--- src/rtl/simon_sequencer.sv ---
// Simon game core: grows a random symbol sequence one entry per round,
// plays it back on four LEDs, then checks the player's presses against it.
module simon_sequencer #(
    parameter int MAX_LEN        = 16,
    parameter int SHOW_CYCLES    = 6000000,
    parameter int GAP_CYCLES     = 1200000,
    parameter int TIMEOUT_CYCLES = 60000000
) (
    input  logic       clk,
    input  logic       rst,
    input  logic       start,
    input  logic [2:0] rnd,
    input  logic [3:0] btn,
    output logic [3:0] led,
    output logic [5:0] level,
    output logic       busy,
    output logic       win,
    output logic       lose
);
    localparam int IW = $clog2(MAX_LEN);

    typedef enum logic [2:0] {
        IDLE, ADD, SHOW_ON, SHOW_OFF, WAIT_IN, PAUSE, WIN, LOSE
    } state_t;

    state_t        state_q, state_d;
    logic [31:0]   timer_q, timer_d;
    logic [IW-1:0] idx_q, idx_d;
    logic [5:0]    level_q, level_d;
    logic [3:0]    led_q, led_d;
    logic          busy_q, busy_d, win_q, win_d, lose_q, lose_d;
    logic [1:0]    mem_q [MAX_LEN];
    logic          mem_we;
    logic          timer_clr;
    logic          last;
    logic [3:0]    exp_btn;
    logic [1:0]    show_sym;
    logic          unused_rnd;

    // Only the low two counter bits form a symbol.
    assign unused_rnd = rnd[2];

    assign last    = (6'(idx_q) == level_q - 6'd1);
    assign exp_btn = 4'b0001 << mem_q[idx_q];

    // Next-state, sequence index, level and timer control.
    always_comb begin
        state_d   = state_q;
        idx_d     = idx_q;
        level_d   = level_q;
        mem_we    = 1'b0;
        timer_clr = 1'b0;
        case (state_q)
            IDLE, WIN, LOSE: begin
                if (start) begin
                    state_d = ADD;
                    level_d = 6'd0;
                end
            end
            ADD: begin
                mem_we  = 1'b1;
                level_d = level_q + 6'd1;
                idx_d   = '0;
                state_d = SHOW_ON;
            end
            SHOW_ON: begin
                if (timer_q == 32'(SHOW_CYCLES - 1)) state_d = SHOW_OFF;
            end
            SHOW_OFF: begin
                if (timer_q == 32'(GAP_CYCLES - 1)) begin
                    if (last) begin
                        state_d = WAIT_IN;
                        idx_d   = '0;
                    end else begin
                        state_d = SHOW_ON;
                        idx_d   = idx_q + IW'(1);
                    end
                end
            end
            WAIT_IN: begin
                // A correct press outranks a timeout landing on the same cycle.
                if (btn == exp_btn) begin
                    if (last) begin
                        state_d = (level_q == 6'(MAX_LEN)) ? WIN : PAUSE;
                    end else begin
                        idx_d     = idx_q + IW'(1);
                        timer_clr = 1'b1;
                    end
                end else if (btn != 4'b0000) begin
                    state_d = LOSE;
                end else if (timer_q == 32'(TIMEOUT_CYCLES - 1)) begin
                    state_d = LOSE;
                end
            end
            PAUSE: begin
                if (timer_q == 32'(GAP_CYCLES - 1)) state_d = ADD;
            end
            default: state_d = IDLE;
        endcase
        timer_d = (state_d != state_q || timer_clr) ? 32'd0 : timer_q + 32'd1;
    end

    // Registered outputs decoded from the upcoming state; the symbol being
    // written in ADD is forwarded so the first playback LED is correct.
    always_comb begin
        show_sym = mem_q[idx_d];
        if (state_q == ADD && 6'(idx_d) == level_q) show_sym = rnd[1:0];
        led_d = 4'b0000;
        case (state_d)
            SHOW_ON: led_d = 4'b0001 << show_sym;
            WIN:     led_d = 4'b0101;
            LOSE:    led_d = 4'b1111;
            default: led_d = 4'b0000;
        endcase
        busy_d = (state_d == ADD) || (state_d == SHOW_ON) ||
                 (state_d == SHOW_OFF) || (state_d == PAUSE);
        win_d  = (state_d == WIN);
        lose_d = (state_d == LOSE);
    end

    // State, counters and output registers with synchronous reset.
    always_ff @(posedge clk) begin
        if (rst) begin
            state_q <= IDLE;
            timer_q <= 32'd0;
            idx_q   <= '0;
            level_q <= 6'd0;
            led_q   <= 4'b0000;
            busy_q  <= 1'b0;
            win_q   <= 1'b0;
            lose_q  <= 1'b0;
        end else begin
            state_q <= state_d;
            timer_q <= timer_d;
            idx_q   <= idx_d;
            level_q <= level_d;
            led_q   <= led_d;
            busy_q  <= busy_d;
            win_q   <= win_d;
            lose_q  <= lose_d;
        end
    end

    // Sequence memory survives reset; only ADD appends to it.
    always_ff @(posedge clk) begin
        if (!rst && mem_we) mem_q[level_q[IW-1:0]] <= rnd[1:0];
    end

    assign led   = led_q;
    assign level = level_q;
    assign busy  = busy_q;
    assign win   = win_q;
    assign lose  = lose_q;
endmodule

--- config.mk ---
export PLATFORM = sky130hd
export DESIGN_NAME = simon_sequencer
export DESIGN_NICKNAME = d
export VERILOG_FILES = /design/src/rtl/simon_sequencer.sv
export SDC_FILE = /design/constraint.sdc
export NUM_CORES = 1
export LEC_CHECK = 0
export BUFFER_PORTS_ARGS = -buffer_cell sky130_fd_sc_hd__buf_4
export CORE_MARGIN = 2
export CORE_UTILIZATION = 50
export CTS_CLUSTER_DIAMETER = 40
export DETAILED_ROUTE_END_ITERATION = 10
export PLACE_DENSITY = 0.67
export SKIP_CTS_REPAIR_TIMING = 1
export SYNTH_ARGS = -nofsm -noshare
export SYNTH_HDL_FRONTEND = slang
export SYNTH_SLANG_ARGS = --single-unit
export TNS_END_PERCENT = 10
--- constraint.sdc ---
create_clock -name clk -period 5.6 [get_ports clk]
set_input_delay 1.12 -clock clk [delete_from_list [all_inputs] [get_ports clk]]
set_output_delay 1.12 -clock clk [all_outputs]
set_load 0.005 [all_outputs]
==> results by group, run 1 <==
Status
  • Status: completed

Critical path
  • Cells on worst reg2reg path: 11
  • WS Path Type: reg2reg
  • CP endpoint kind: register
  • Crit Path Max Fanout: 10
  • Startpoint Class: register
  • Required @ worst endpoint: 5870 ps
  • Worst Path Arrival: around 5000 ps

Logic synthesis
  • Yosys reg bits: 84
  • Mean Syn Cell Area: 9.70 um2
  • Post-synth top area share: around 22%
  • Adder and majority gate portion of the synthesized area: under 10%
  • Synth Area in Simple Gates: 22.8%
  • Most instantiated library cell after synthesis: nor2_1
  • Top cells by area, synth: dfxtp_1, edfxtp_1, nor2_1
  • Commonest cells post-synth: nor2_1, dfxtp_1, edfxtp_1, nand2_1, xnor2_1
  • Cell type with the largest total area after synthesis: dfxtp_1
  • Compound-Gate Fraction of Synth Area: 9.78%
  • Count of cell types in the netlist: 64
  • Main synth FF type: dfxtp_1
  • Syn. warnings: 0
  • Main combinational cell family by area after synthesis: simple AND/OR/NAND/NOR gates
  • Number of synthesized flops with an enable pin: 32
  • Mapped Cells: approximately 480
  • Synth Net Count: 502
  • Post-synthesis mux area share: 10.7%
  • FFs w/ async S/R, synth: 0%
  • Xor and xnor fraction of the mapped netlist area: 8.21%
  • Sequential share of the synthesized area: a little over two fifths
  • Post-Syn Area: 4700 um2

Pwr
  • Power density over the cells: about 340 nW/um2
  • Combinational share of power: between 30% and 40%
  • Peak VDD IR: between 0.00015 and 0.0002 V
  • Clock power share: between 20% and 30%
  • Lkg Pwr: 1.82 nW
  • Sw Ratio: a little over a third
  • Sequential fraction of design power: between 40% and 50%
  • Internal power: between 1 and 1.5 mW
  • Sw Pwr: between 0.6 and 0.7 mW

Global routing
  • Initial antenna violation count: 0
  • Total grt overflow: 0
  • Largest net degree at the start of global routing: 33
  • First-pass GRT wire length: ~17000 um
  • Vias in the first global route: about 3.3k
  • GR Util All Layers: between 20 and 25%

Finish
  • Fraction of layout cells with a size suffix above 1: about 14%
  • Multi-input gate area: between 2000 and 3000 um2
  • Antenna cells: 0
  • Fillers: ~840
  • Area grow syn2layout: 9.35%
  • Nets: around 520
  • Reg area: around 2000 um2

Drt
  • Final WL: about 10000 um
  • DRT iter0 DRCs: roughly 200
  • First drt pass iteration count: 5
  • Vias/cell: 5.78
  • Routed vias: ~3.6k
  • Routed wire length per instance: about 16 um
  • Final antenna-violating net count: 0
  • DRC Markers: 0

Clocking
  • # H-tree levels: 3
  • Clk root buf: clkbuf_8
  • Worst-Skew Late Latency: ~370 ps
  • Clock sink count: 84
  • CTS tree: built
  • Worst-path clk slew: roughly 90 ps
  • Number of buffers created by CTS: 9
  • Worst-case clock buffer depth: 2

Floorplanning
  • Die Width: between 100 and 150 um
  • FP Rows: 35
  • Die footprint: just over 10000 um2
  • I/O pin count: 23
  • Starting Density: 51.1%
  • CORE AREA: a little over 9000 um2
  • Die Y: 101 um

Timing
  • Final min period: approximately 4700 ps
  • RSZ-0062 raised after global routing: false
  • Worst Tran Pin Value: a little over 600 ps
  • Setup TNS: 0 ps
  • Post-route clock period utilization: 84.5%
  • Final Max Tran Viols: 0
  • Setup ws final: 866 ps
  • Final Hold Fails: 0
  • Slew margin rel.: slightly below 60%
  • Setup Viol. Count Final: 0
  • Skew final: 17.9 ps
  • Upper clock frequency limit: between 200 and 250 MHz

Placed design
  • Dpl ws: a little over 900 ps
  • RD Place Congestion: about 0.88
  • HPWL Detailed: between 7000 and 8000 um
  • Count of buffers from port buffering: 21

Job
  • Maxcap violations: 0

Min path
  • Worst hold path type: reg2reg
  • Hold path depth: 1
## power groups by stage
stage,clock [mW],combinational [mW],sequential [mW]
2_1_floorplan,0,0.460,0.710
3_3_place_gp,0,0.550,0.752
3_5_place_dp,0,0.558,0.753
4_1_cts,0.464,0.563,0.739
5_1_grt,0.484,0.629,0.750
6_report,0.455,0.562,0.741
## logic make-up (layout without fill, tap and decap cells)
logic type | Yosys count | after routing
buffers and inverters | 40 | 61
adders and majority gates | 8 | 8
DFF | 84 | 84
xor gates and xnor gates | 44 | 44
AOI/OAI and AO/OA | 56 | 56
and+or+nand+nor | 215 | 215
muxes | 37 | 37
## state kept, by name, summed over array words and instances, names as in the netlist
| register | flops |
|---|---|
| lose | 1 |
| busy | 1 |
| state_q | 3 |
| idx_q | 4 |
| win | 1 |
| level | 6 |
| led | 4 |
| mem_q | 32 |
| timer_q | 32 |
## cells in the final DEF, fill, tap and decap left out, types with 3 or more instances in the layout
cell	instances
o211ai_1	3
nor2_1	95
clkbuf_8	9
nand4_1	9
mux2_1	4
mux2i_1	22
nor4bb_1	4
and3_1	7
inv_1	17
o21a_1	3
xor2_1	19
nand2_1	32
nor3_1	12
a22oi_1	3
ha_1	8
mux4_2	10
o21ai_0	8
nor4_1	5
clkinv_4	4
edfxtp_1	32
or3_1	4
and2_1	4
nand3_1	10
buf_4	27
xnor2_1	25
dfxtp_1	52
and4_1	3
nor4b_1	6
nand2b_1	6
nor2b_1	5
a21oi_1	12
## worst max-delay path, stage by stage (launching register included)
cell and delay [ps]:
dfxtp_1 720, mux2i_1 190, mux4_2 540, nor4bb_1 170, or4_4 540, a32oi_4 370
o22ai_2 200, a41oi_4 480, mux2_1 380, mux4_2 500, o211a_1 240, o41ai_2 300
## path summary, 6_finish.rpt
| check | start | to | slack [ps] |
|---|---|---|---|
| worst max register to register | idx_q[1] | led[1] | 870 |
| worst max-delay path | idx_q[1] | led[1] | 870 |
| worst min-delay path | timer_q[0] | timer_q[0] | 470 |
| worst min register to register | timer_q[0] | timer_q[0] | 470 |
## through the flow
| stage | cells | cell area (um2) | util [%] | total power [mW] | hold WS (ps) |
|---|---|---|---|---|---|
| after global routing | 616 | 5130 | 55.8 | 1.86 | 492 |
| after detailed placement | 600 | 4930 | 53.6 | 1.31 | 453 |
| after CTS | 616 | 5130 | 55.8 | 1.77 | 473 |
| after floorplan | 484 | 4700 | - | 1.17 | 430 |
| after global placement | 600 | 4930 | 53.6 | 1.30 | 446 |
| final | 616 | 5130 | 55.8 | 1.76 | 468 |
## cell type report
cell class,instances,area share [%]
multi-input combinational,360,49.0
sequential,84,39.0
tap,111,2.70
inverter,18,1.32
clock buffer,9,2.41
timing repair buffer,27,3.95
clock inverter,7,1.66
## metal layers
metal / global-route usage (%) / wire length, um
met1: 31.6 / 5240
met2: 30.1 / 4280
met3: 3.61 / 445
met4: 6.55 / 117
met5: 0 / 0
No activity file was read; power rests on OpenSTA's default activity.
==> run 2: changes to the inputs <==
==> constraint.sdc (replaced) <==
create_clock -name clk -period 4.6 [get_ports clk]
set_input_delay 0.92 -clock clk [delete_from_list [all_inputs] [get_ports clk]]
set_output_delay 0.92 -clock clk [all_outputs]
set_load 0.005 [all_outputs]
==> run 2 against run 1 <==
Effect of this change:
- sequential cell count unchanged
- via count hardly changed
- routed wire length up 0.56%
- cell area up 0.61%
- critical endpoint is now led[3]
- fmax up 7.4%
- final cell count grew 0.81%
- total power up 21%
- sequential power is 22% higher
- non-clock buffer count grew 5
- critical path depth is 3 higher
- global-route usage increased by 0.33 points
- clock power up 15%
==> results by group, run 2 (synthesis results as in run 1) <==
Status
  • Status: completed

Finish
  • Fraction of layout cells with a size suffix above 1: 14.7%
  • Post-layout util: ~56%
  • Nets: 523
  • Most common cell after layout, fill and taps aside: nor2_1
  • Area grow syn2layout: 10.0%
  • Fin area: 5170 um2
  • Highest-count cells in the layout ignoring fill and taps: nor2_1, dfxtp_1, nand2_1, edfxtp_1, buf_4
  • Fin cells: approximately 620
  • Antenna cells: 0

Floorplanning
  • CORE AREA: around 9200 um2
  • Die Y: ~100 um
  • I/O pin count: 23
  • Die Width: 101 um
  • Starting Density: around half
  • Die footprint: 10200 um2
  • FP Rows: 35

Timing
  • Final min period: between 4000 and 5000 ps
  • Final Max Tran Viols: 0
  • Slew margin rel.: between 60% and 70%
  • RSZ-0062 raised after global routing: false
  • Worst Tran Pin Value: approximately 590 ps
  • Skew final: approximately 18 ps
  • Final Hold Fails: 0
  • Setup ws final: around 190 ps
  • Setup Viol. Count Final: 0
  • Post-route clock period utilization: a little over nine tenths
  • Setup TNS: 0 ps
  • Upper clock frequency limit: around 230 MHz

Pwr
  • Lkg Pwr: 1.83 nW
  • Power density over the cells: approximately 410 nW/um2
  • Peak VDD IR: 0.000194 V

Clocking
  • Worst-case clock buffer depth: 2
  • CTS tree: built
  • Clock sink count: 84
  • Number of buffers created by CTS: 9
  • Worst-Skew Late Latency: about 360 ps
  • # H-tree levels: 3
  • Worst-path clk slew: roughly 100 ps
  • Clk root buf: clkbuf_8

Job
  • Maxcap violations: 0

Placed design
  • HPWL Detailed: around 7400 um
  • Count of buffers from port buffering: 21
  • RD Place Congestion: 0.894
  • Placed cells: between 600 and 700
  • Instance area at placement: between 4000 and 5000 um2
  • Dpl ws: ~270 ps

Global routing
  • First-pass GRT wire length: between 15000 and 20000 um
  • Total grt overflow: 0
  • Largest net degree at the start of global routing: 33
  • GR Util All Layers: between 20% and 30%
  • Initial antenna violation count: 0
  • Vias in the first global route: 3308

Critical path
  • Crit Path Max Fanout: 12
  • Required @ worst endpoint: ~5000 ps
  • CP endpoint kind: register
  • WS Path Type: reg2reg
  • CP bufs+invs: 3
  • Critical path depth in cells: 14
  • Critical path's top delay family: multiplexers
  • CP Cell Sequence: buf_4 > mux4_2 > mux4_2 > nor3_2 > a32oi_4 > buf_4 > or3b_2 > a32oi_2 > buf_12 > mux2i_1 > mux2_2 > a2bb2oi_1 > o211ai_1 > o41ai_1
  • Critical Path Max Stage Delay: between 500 and 600 ps
  • Cells on worst reg2reg path: 14
  • Worst Path Arrival: roughly 4700 ps
  • Startpoint Class: register
  • Worst path slowest cell: mux4_2

Drt
  • First drt pass iteration count: 5
  • DRT iter0 DRCs: around 180
  • Vias/cell: ~5.7
  • DRC Markers: 0
  • Final antenna-violating net count: 0
  • Final WL: between 10000 and 15000 um
  • Routed vias: around 3.6k
  • Routed wire length per instance: around 16 um

Min path
  • Worst hold path type: reg2reg
  • Hold path depth: 1
## run 2: changes by cell type in the layout (fill, tap and decap cells not counted), sizes merged
cell,change
buf,+5
inv,+3
bufinv,-1
clkinv,-4
clkinvlp,+2
## run 2: final cells by class
class,count,area (um2)
multi-input cells,360,2510
clock buffers,9,124
well taps,111,139
inverters,18,67.6
repair buffers,32,253
flip-flops and latches,84,2000
clock inverters,7,66.3
fillers,814,4030
## run 2: metal layers
| metal | track usage, % | vias up | share of wire [%] |
|---|---|---|---|
| li1 | - | 1771 | - |
| met1 | 30.7 | 1701 | 49 |
| met2 | 31.5 | 72 | 44 |
| met3 | 4.23 | 16 | 4.9 |
| met4 | 7.07 | 0 | 1.4 |
| met5 | 0 | - | 0 |
## run 2: per-stage QoR
stage | total power [mW] | hold WS (ps)
3_3_place_gp | 1.60 | 445
3_5_place_dp | 1.61 | 465
2_1_floorplan | 1.42 | 430
6_report | 2.13 | 487
4_1_cts | 2.14 | 485
5_1_grt | 2.26 | 522
## run 2: worst paths after layout
| path | startpoint | endpoint | slack [ps] |
|---|---|---|---|
| max reg2reg | idx_q[1] | led[3] | 190 |
| min reg2reg | timer_q[0] | timer_q[0] | 490 |
| max | idx_q[1] | led[3] | 190 |
| min | timer_q[0] | timer_q[0] | 490 |
## run 2: power by group
part | switching, mW | leakage [nW] | total (mW) | internal [mW]
logic | 0.415 | 1.03 | 0.706 | 0.291
registers | 0.0839 | 0.708 | 0.901 | 0.817
clock network | 0.313 | 0.0922 | 0.525 | 0.211
